===== src/rtl/button_event.sv =====
// rtl/button_event.sv - debounced level to press/release/long_press/repeat events
// Auto-repeat is compiled in only when BUTTON_EVENT_REPEAT_EN is defined.
module button_event #(
  parameter int TICK_MAX  = 100_000,
  parameter int LONG_MS   = 1000,
  parameter int REPEAT_MS = 200
) (
  input  logic ck,
  input  logic rst,
  input  logic button_deb,
  output logic press,
  output logic release_evt,
  output logic long_press,
  output logic repeat_evt,
  output logic held,
  output logic was_long
);

  localparam int MS_MAX = (LONG_MS > REPEAT_MS) ? LONG_MS : REPEAT_MS;
  localparam int MW     = $clog2(MS_MAX + 1);
  localparam int PW     = (TICK_MAX > 1) ? $clog2(TICK_MAX) : 1;

  localparam logic [PW-1:0] PRESC_LAST = PW'(TICK_MAX - 1);
  localparam logic [MW-1:0] LONG_LAST  = MW'(LONG_MS - 1);
`ifdef BUTTON_EVENT_REPEAT_EN
  localparam logic [MW-1:0] REP_LAST   = MW'(REPEAT_MS - 1);
`endif

  localparam logic [1:0] S_IDLE    = 2'd0;
  localparam logic [1:0] S_PRESSED = 2'd1;
  localparam logic [1:0] S_LONG    = 2'd2;

  logic [1:0]    state_q, state_d;
  logic [PW-1:0] presc_q, presc_d;
  logic [MW-1:0] ms_q, ms_d;
  logic          press_q, press_d;
  logic          release_q, release_d;
  logic          long_q, long_d;
  logic          repeat_q, repeat_d;
  logic          held_q, held_d;
  logic          was_long_q, was_long_d;
  logic          ms_tick;

  always_comb begin
    state_d    = state_q;
    presc_d    = presc_q;
    ms_d       = ms_q;
    press_d    = 1'b0;
    release_d  = 1'b0;
    long_d     = 1'b0;
    repeat_d   = 1'b0;
    was_long_d = was_long_q;
    ms_tick    = (presc_q == PRESC_LAST);

    if (state_q != S_IDLE) begin
      presc_d = ms_tick ? '0 : presc_q + 1'b1;
    end

    // Release is tested first so it wins over a coincident long/repeat threshold.
    case (state_q)
      S_IDLE: begin
        if (button_deb) begin
          state_d = S_PRESSED;
          press_d = 1'b1;
        end
      end
      S_PRESSED: begin
        if (!button_deb) begin
          state_d    = S_IDLE;
          release_d  = 1'b1;
          was_long_d = 1'b0;
        end else if (ms_tick) begin
          if (ms_q == LONG_LAST) begin
            state_d = S_LONG;
            long_d  = 1'b1;
          end else begin
            ms_d = ms_q + 1'b1;
          end
        end
      end
      S_LONG: begin
        if (!button_deb) begin
          state_d    = S_IDLE;
          release_d  = 1'b1;
          was_long_d = 1'b1;
        end
`ifdef BUTTON_EVENT_REPEAT_EN
        else if (ms_tick) begin
          if (ms_q == REP_LAST) begin
            repeat_d = 1'b1;
            ms_d     = '0;
          end else begin
            ms_d = ms_q + 1'b1;
          end
        end
`endif
      end
      default: state_d = S_IDLE;
    endcase

    // Each state measures its hold time from its own entry.
    if (state_d != state_q) begin
      presc_d = '0;
      ms_d    = '0;
    end

    held_d = (state_d != S_IDLE);
  end

  always_ff @(posedge ck) begin
    if (rst) begin
      state_q    <= S_IDLE;
      presc_q    <= '0;
      ms_q       <= '0;
      press_q    <= 1'b0;
      release_q  <= 1'b0;
      long_q     <= 1'b0;
      repeat_q   <= 1'b0;
      held_q     <= 1'b0;
      was_long_q <= 1'b0;
    end else begin
      state_q    <= state_d;
      presc_q    <= presc_d;
      ms_q       <= ms_d;
      press_q    <= press_d;
      release_q  <= release_d;
      long_q     <= long_d;
      repeat_q   <= repeat_d;
      held_q     <= held_d;
      was_long_q <= was_long_d;
    end
  end

  assign press       = press_q;
  assign release_evt = release_q;
  assign long_press  = long_q;
  assign repeat_evt  = repeat_q;
  assign held        = held_q;
  assign was_long    = was_long_q;

endmodule


===== config.mk =====
export PLATFORM = sky130hd
export DESIGN_NAME = button_event
export DESIGN_NICKNAME = d
export VERILOG_FILES = /design/src/rtl/button_event.sv
export SDC_FILE = /design/constraint.sdc
export NUM_CORES = 1
export LEC_CHECK = 0
export CAP_MARGIN = 30
export CORE_UTILIZATION = 50
export CTS_BUF_LIST = sky130_fd_sc_hd__clkbuf_8
export CTS_CLUSTER_DIAMETER = 50
export DETAILED_ROUTE_END_ITERATION = 16
export GPL_ROUTABILITY_DRIVEN = 1
export GPL_TIMING_DRIVEN = 0
export PLACE_DENSITY = 0.68
export SYNTH_ARGS = -nofsm -noshare
export SYNTH_HDL_FRONTEND = slang
export SYNTH_SLANG_ARGS = --single-unit
export TNS_END_PERCENT = 10

===== constraint.sdc =====
create_clock -name ck -period 2.8 [get_ports ck]
set_input_delay 0.42 -clock ck [delete_from_list [all_inputs] [get_ports ck]]
set_output_delay 0.42 -clock ck [all_outputs]
set_load 0.005 [all_outputs]

==> flow_metrics.tcl, run 1 <==
set metrics [dict create \
    outcome "complete, no violations" \
    gp_congestion 0.839 \
    fin_ws_ns 0.463 \
    powerDensity_nw_per_um2 468 \
    worstHoldPathType "reg -> reg" \
    ant_nets 0 \
    port_buffers 6 \
    rsz0062_at_grt "false" \
    worstSetupEndpointType "flip-flop" \
    htreeDepth 2 \
    cts_num_sinks 34 \
    hold_viol 0 \
    clockBufferDepth 2 \
    ys_warn_count 0 \
    setup_viol 0 \
    wl_per_cell_um 13.2 \
    fp-row-count 21 \
    fin_nets 225 \
    yosysTopAreaCell "dfxtp_1" \
    grt_use_total_pct 21.3 \
    cap_violations 0 \
    r2r-end "presc_q[15]" \
    postRouteWirelength_um 3460 \
    drc 0 \
    internal-power_uw 712 \
    final_cells 263 \
    cts_tree "yes" \
    max_freq_mhz 428 \
    ys.flop_type "dfxtp_1" \
    hold-path-cell-count 2 \
    vdd_drop_max_mv 0.314 \
    numCtsBuffers 5 \
    r2r_start "state_q[0]" \
    required_ns 2.98 \
    critPathLaunchType "flip-flop" \
    grt_pass1_vias 1382 \
    seq_power_share_pct 53.0 \
    power_frac_comb_pct 7.9 \
    synth_edf_count 0 \
    crit_type "reg -> reg" \
    die_w_um 61.7 \
    hold_path_end "was_long" \
    r2r_cells 8 \
    cp_max_fo 10 \
    area_growth_syn_to_layout_pct 11.7 \
    hold_ws_ns 0.480 \
    fin_crit_ns 2.34 \
    synth_area_leaders "dfxtp_1, xnor2_1, nor2_1, ha_1, nor2_2" \
    core_um2 3360 \
    grt_max_degree 11 \
    synth_top_area_share_pct 38.2 \
    clock_latency_ns 0.28 \
    post-place-ws_ns 0.429 \
    ctsHoldBuffers 0 \
    yosysSeqAreaShare_pct 38.2 \
    worstMarginPinSlew_ns 0.808 \
    drtIter0Drc 88 \
    finalCritPeriodShare_pct 83.5 \
    dieArea_um2 3810 \
    ys_seq_elements 34 \
    syn_inst 203 \
    ctsResizeCount 0 \
    grt-ovfl-total 0 \
    drive_gt1_share_pct 11.5 \
    initial_utilization_pct 53.0 \
    die_h_um 61.7 \
    diodes 0 \
    post_cts_buffers 0 \
    r2r_setup_slack_ns 0.46 \
    pin_count 9 \
    drt-vias-per-instance 5.51 \
    p_clk_share_pct 39.1 \
    slew_headroom_pct 45.6 \
    post-dp-hpwl_um 2540 \
    antenna_found_initial 0 \
    async_reset_ff_share_pct 0 \
    clk_pin_slew_worst_paths_ns 0.07 \
    fin_total_pwr_uw 932 \
    dp_cells 255 \
    synthesis.area_um2 1780 \
    tns_ns 0 \
    arrival_ns 2.52 \
    drt-pass1-iter-count 4 \
    fin_skew_ns 0.00408 \
    root_buffer "clkbuf_8" \
    vias 1448 \
    hold_path.startpoint "was_long" \
    finalMaxSlewViolations 0 \
    yosysUniqueCellTypes 42 \
    syn_avg_cell_area_um2 8.78 \
    swShare_pct 23.6 \
    grt_pass1_wl_um 5950 \
    cellLeakagePower_uw 0.000649 \
    synth_nets 212 \
    power.switching_uw 220 \
]
## worst max path at each step
stage,from,end,cells after the start
6_report,state_q[0],presc_q[15],8
4_1_cts,state_q[0],presc_q[15],8
2_1_floorplan,state_q[0],presc_q[13],8
5_1_grt,state_q[0],presc_q[15],8
3_3_place_gp,state_q[0],presc_q[15],8
3_5_place_dp,button_deb,presc_q[10],7
## power by group through the flow
| stage | Sequential [uW] | Clock, uW | Combinational, uW |
|---|---|---|---|
| 6_report | 495 | 364 | 73.6 |
| 5_1_grt | 495 | 397 | 81.1 |
| 4_1_cts | 494 | 381 | 73.7 |
| 3_5_place_dp | 505 | 0 | 73.4 |
| 3_3_place_gp | 505 | 0 | 71.0 |
| 2_1_floorplan | 505 | 0 | 52.3 |
## placed cells by master (no fill, tap or decap), types with 7 or more instances in the layout
cell | synthesis | routed
nand3_1 | 12 | 12
dfxtp_1 | 34 | 34
nand2_1 | 9 | 9
nor2_1 | 22 | 22
xnor2_1 | 17 | 17
nor3_1 | 10 | 10
inv_1 | 10 | 11
xor2_1 | 7 | 7
nor2_2 | 10 | 10
## cell type report
cell class / instances / area [um^2]
inverters: 10 / 37.5
clock inverters: 2 / 8.76
well taps: 46 / 57.6
multi-input cells: 152 / 1020
plain buffers: 7 / 40.0
flip-flops and latches: 34 / 681
fillers: 330 / 1370
repair buffers: 6 / 60.1
clock buffers: 6 / 82.6
## cell families (layout without fill, tap and decap cells)
| group | count (synthesis) | count (layout) | share of synthesized area, % |
|---|---|---|---|
| other cells | 1 | 1 | 0.210 |
| buf+inv | 17 | 31 | 4.35 |
| xor+xnor | 24 | 24 | 11.8 |
| mux | 1 | 1 | 0.562 |
| simple gates | 102 | 102 | 32.9 |
| flops | 34 | 34 | 38.2 |
| fa+ha+maj | 6 | 6 | 4.21 |
| compound gates | 18 | 18 | 7.72 |
## sequential cells by signal, indices dropped and copies added (netlist names)
register	cells
held	1
long_press	1
ms_q	10
presc_q	17
press	1
release_evt	1
state_q	2
was_long	1
## Yosys cell counts, types with 3 or more instances
cell type / count
nand4_1: 5
clkbuf_1: 3
a21oi_1: 5
a21o_1: 3
nor4b_1: 5
ha_1: 6
nand3_1: 12
nand2_1: 9
and3_1: 4
xor2_1: 7
nor2_2: 10
dfxtp_1: 34
nor4_1: 5
xnor2_1: 17
nor3b_1: 4
nor3_1: 10
nor2_1: 22
inv_1: 10
## worst max-delay path, cell delays in order (launching register included)
cell and delay [ns]:
dfxtp_1 0.48, inv_1 0.13, ha_1 0.20, buf_2 0.17, nand4b_1 0.28, nor4_1 0.59, nand3_1 0.17, xor2_1 0.16
nor2_1 0.05
## per-layer routing
| metal | vias to the layer above | routed length (um) | global-route usage [%] |
|---|---|---|---|
| li1 | 740 | - | - |
| met1 | 684 | 1570 | 24.3 |
| met2 | 17 | 1740 | 36.3 |
| met3 | 7 | 93 | 4.76 |
| met4 | 0 | 59 | 13.3 |
| met5 | - | 0 | 0 |
## per-stage QoR
| stage | utilization [%] | area [um^2] |
|---|---|---|
| after global routing | 59.2 | 1990 |
| final | 59.2 | 1990 |
| after floorplan | - | 1780 |
| after global placement | 56.5 | 1900 |
| after CTS | 59.2 | 1990 |
| after detailed placement | 56.5 | 1900 |
Note: power is estimated with default switching activity, not from simulation.
==> run 2: changes to the inputs <==
==> constraint.sdc (replaced) <==
create_clock -name ck -period 2.4 [get_ports ck]
set_input_delay 0.36 -clock ck [delete_from_list [all_inputs] [get_ports ck]]
set_output_delay 0.36 -clock ck [all_outputs]
set_load 0.005 [all_outputs]
==> flow_metrics.tcl, run 2 (synthesis results as in run 1) <==
set metrics [dict create \
    drt-vias-per-instance 5.56 \
    worstHoldPathType "in -> reg" \
    layout_common_cells "dfxtp_1, nor2_1, xnor2_1" \
    htreeDepth 2 \
    place_area_um2 1900 \
    setup_viol 0 \
    r2r_start "presc_q[11]" \
    diodes 0 \
    post_cts_buffers 0 \
    crit_type "reg -> reg" \
    largest_reg_flops 17 \
    antenna_found_initial 0 \
    crit_chain "or4b_1, nor4_2, nand4_2, o21ai_1, buf_2, nor2_1" \
    vdd_drop_max_mv 0.367 \
    cp_top_family "simple AND/OR/NAND/NOR gates" \
    reg_top3 "presc_q x17, ms_q x10, state_q x2" \
    initial_utilization_pct 53.0 \
    required_ns 2.57 \
    stdcell_area_um2 2030 \
    cellLeakagePower_uw 0.000671 \
    cp_max_fo 10 \
    drt-pass1-iter-count 4 \
    cp_num_buf_inv 1 \
    hold-path-cell-count 2 \
    arrival_ns 2.43 \
    fin_ws_ns 0.146 \
    vias 1463 \
    die_h_um 61.7 \
    hold_path_end "was_long" \
    grt_max_degree 11 \
    drtIter0Drc 56 \
    cts_tree "yes" \
    worstSetupEndpointType "flip-flop" \
    fin_crit_ns 2.25 \
    regMostFlops "presc_q" \
    gp_congestion 0.839 \
    wl_per_cell_um 13.3 \
    fp-row-count 21 \
    cap_violations 0 \
    postRouteWirelength_um 3510 \
    dieArea_um2 3810 \
    clk_pin_slew_worst_paths_ns 0.07 \
    drive_gt1_share_pct 13.8 \
    rsz0062_at_grt "false" \
    die_w_um 61.7 \
    r2r_setup_slack_ns 0.15 \
    drc 0 \
    cp_slowest_cell "or4b_1" \
    powerDensity_nw_per_um2 538 \
    grt-ovfl-total 0 \
    post-dp-hpwl_um 2540 \
    critPathLaunchType "flip-flop" \
    core_um2 3360 \
    clockBufferDepth 2 \
    fin_skew_ns 0.00562 \
    hold_path.startpoint "rst" \
    r2r_cells 6 \
    grt_pass1_vias 1382 \
    grt_use_total_pct 21.3 \
    clock_latency_ns 0.29 \
    cts_num_sinks 34 \
    port_buffers 6 \
    root_buffer "clkbuf_8" \
    pin_count 9 \
    ctsHoldBuffers 0 \
    finalMaxSlewViolations 0 \
    mostFrequentLayoutCell "dfxtp_1" \
    numCtsBuffers 5 \
    critPathMaxStageDelay_ns 0.53 \
    ant_nets 0 \
    hold_viol 0 \
    post-place-ws_ns 0.0890 \
    finalCritPeriodShare_pct 93.9 \
    outcome "complete, no violations" \
    max_freq_mhz 444 \
    grt_pass1_wl_um 5950 \
    area_growth_syn_to_layout_pct 14.2 \
    r2r-end "presc_q[9]" \
    fin_nets 225 \
    tns_ns 0 \
]
## run 2: through the flow
step                hold WS [ns]  total power [uW]  instances  util, %
floorplan                  0.455               650        203        -
global placement           0.462               672        255     56.5
detailed placement         0.470               675        255     56.5
CTS                        0.422              1110        263     59.2
global route               0.454              1140        263     60.5
finish                     0.430              1090        263     60.5
## run 2: area by class of cell
type                       instances  area (um^2)
buffer                             7         40.0
clock buffer                       6         82.6
clock inverter                     2         8.76
fill                             323         1330
inverter                          10         37.5
multi-input combinational        152         1070
sequential                        34          682
tap                               46         57.6
timing repair buffer               6         60.1
## run 2: layer usage
metal	vias to the layer above	wire length, um	global-route usage, %
li1	738	-	-
met1	690	1530	24.3
met2	25	1780	36.3
met3	10	113	4.76
met4	0	87	13.3
met5	-	0	0
## run 2: worst max path at each step
stage / startpoint / endpoint / slack (ns) / cells past startpoint
after CTS: state_q[0] / presc_q[15] / 0.05 / 8
after global placement: state_q[0] / presc_q[15] / 0.07 / 8
after detailed placement: button_deb / presc_q[10] / 0.09 / 7
after global routing: state_q[1] / presc_q[11] / 0.02 / 9
after floorplan: state_q[0] / presc_q[13] / 0.39 / 8
final: presc_q[11] / presc_q[9] / 0.15 / 6
## run 2: timing repair
item                                    4_1_cts  5_1_grt
endpoints found under the hold margin         0        0
endpoints found under the setup margin        0       10
resized for setup                             0        7
## run 2: report_power, final
| group | leakage [uW] | switching (uW) | internal, uW | total, uW |
|---|---|---|---|---|
| Combinational | 0.000344 | 54.3 | 34.7 | 89.1 |
| Sequential | 0.000275 | 6.65 | 571 | 578 |
| Clock | 0.0000524 | 200 | 227 | 426 |
==> run 3: changes to the inputs <==
--- a/config.mk
+++ b/config.mk
@@ -13,6 +13,7 @@
 export GPL_ROUTABILITY_DRIVEN = 1
 export GPL_TIMING_DRIVEN = 0
 export PLACE_DENSITY = 0.68
+export RECOVER_POWER = 50
 export SYNTH_ARGS = -nofsm -noshare
 export SYNTH_HDL_FRONTEND = slang
 export SYNTH_SLANG_ARGS = --single-unit
==> flow_metrics.tcl, run 3 (synthesis results as in run 1) <==
set metrics [dict create \
    worstSetupEndpointType "flip-flop" \
    gp_congestion 0.839 \
    drt-pass1-iter-count 4 \
    tns_ns 0 \
    vdd_drop_max_mv 0.367 \
    arrival_ns 2.42 \
    port_buffers 6 \
    hold_ws_ns 0.438 \
    reg_top3 "presc_q x17, ms_q x10, state_q x2" \
    powerDensity_nw_per_um2 537 \
    largest_reg_flops 17 \
    cp_top_family "simple AND/OR/NAND/NOR gates" \
    worstMarginPinSlew_ns 0.490 \
    post_cts_buffers 0 \
    post-dp-hpwl_um 2540 \
    antenna_found_initial 0 \
    finalMaxSlewViolations 0 \
    fp-row-count 21 \
    cp_num_buf_inv 1 \
    worstHoldPathType "in -> reg" \
    fin_total_pwr_uw 1090 \
    r2r-end "presc_q[9]" \
    cellLeakagePower_uw 0.000685 \
    fin_skew_ns 0.00523 \
    drive_gt1_share_pct 13.8 \
    layout_common_cells "dfxtp_1, nor2_1, xnor2_1" \
    die_h_um 61.7 \
    crit_chain "or4b_1, nor4_2, nand4_2, o21ai_1, buf_2, nor2_1" \
    mostFrequentLayoutCell "dfxtp_1" \
    hold_path_end "was_long" \
    crit_type "reg -> reg" \
    finalCritPeriodShare_pct 93.9 \
    ant_nets 0 \
    clk_pin_slew_worst_paths_ns 0.07 \
    clockBufferDepth 2 \
    fin_nets 225 \
    wl_per_cell_um 13.4 \
    root_buffer "clkbuf_8" \
    grt_pass1_wl_um 5950 \
    critPathLaunchType "flip-flop" \
    die_w_um 61.7 \
    diodes 0 \
    max_freq_mhz 444 \
    final_cells 263 \
    rsz0062_at_grt "false" \
    required_ns 2.57 \
    dieArea_um2 3810 \
    cp_max_fo 10 \
    area_growth_syn_to_layout_pct 14.0 \
    place_area_um2 1900 \
    pin_count 9 \
    cp_slowest_cell "or4b_1" \
    outcome "complete, no violations" \
    regMostFlops "presc_q" \
    hold_path.startpoint "rst" \
    fin_crit_ns 2.25 \
    initial_utilization_pct 53.0 \
    slew_headroom_pct 67.0 \
    grt_max_degree 11 \
    drt-vias-per-instance 5.59 \
    vias 1469 \
    drc 0 \
    stdcell_area_um2 2030 \
    grt_use_total_pct 21.3 \
    htreeDepth 2 \
    numCtsBuffers 5 \
    ctsHoldBuffers 0 \
    drtIter0Drc 82 \
    r2r_start "presc_q[11]" \
    setup_viol 0 \
    hold-path-cell-count 2 \
    cts_tree "yes" \
    core_um2 3360 \
    critPathMaxStageDelay_ns 0.53 \
    hold_viol 0 \
    grt-ovfl-total 0 \
    dp_cells 255 \
    r2r_cells 6 \
    grt_pass1_vias 1382 \
    r2r_setup_slack_ns 0.15 \
    cap_violations 0 \
    clock_latency_ns 0.28 \
    cts_num_sinks 34 \
    postRouteWirelength_um 3520 \
]
run 3: worst max path at each step:
stage	startpoint	cells after the start	end	slack (ns)
2_1_floorplan	state_q[0]	8	presc_q[13]	0.39
3_3_place_gp	state_q[0]	8	presc_q[15]	0.07
3_5_place_dp	button_deb	7	presc_q[10]	0.09
4_1_cts	state_q[0]	8	presc_q[15]	0.05
5_1_grt	state_q[1]	9	presc_q[11]	0.02
6_report	presc_q[11]	6	presc_q[9]	0.15
run 3: power by group:
group          internal, uW  switching [uW]
combinational          31.9            54.2
clock                   227             199
sequential              571            6.48
run 3: cell type report:
cell class | count | area [um^2]
Buffer | 7 | 36.3
Clock buffer | 6 | 82.6
Clock inverter | 2 | 8.76
Fill cell | 323 | 1330
Inverter | 10 | 37.5
Multi-Input combinational cell | 152 | 1070
Sequential cell | 34 | 682
Tap cell | 46 | 57.6
Timing Repair Buffer | 6 | 60.1
run 3: repair_timing:
action | 4_1_cts | 5_1_grt
endpoints found under the hold margin | 0 | 0
endpoints found under the setup margin | 0 | 10
gates resized for setup | 0 | 7
run 3: per-layer routing:
metal | vias to the layer above | share of wire, % | global-route usage [%] | wire length, um
li1 | 739 | - | - | -
met5 | - | 0 | 0 | 0
met1 | 689 | 43 | 24.3 | 1510
met3 | 12 | 3.5 | 4.76 | 122
met2 | 29 | 51 | 36.3 | 1790
met4 | 0 | 2.8 | 13.3 | 97
run 3: metrics by stage:
stage               utilization, %  setup slack [ns]
floorplan                        -             0.387
finish                        60.4             0.147
detailed placement            56.5            0.0890
CTS                           59.2            0.0544
global route                  60.4            0.0207
global placement              56.5            0.0705
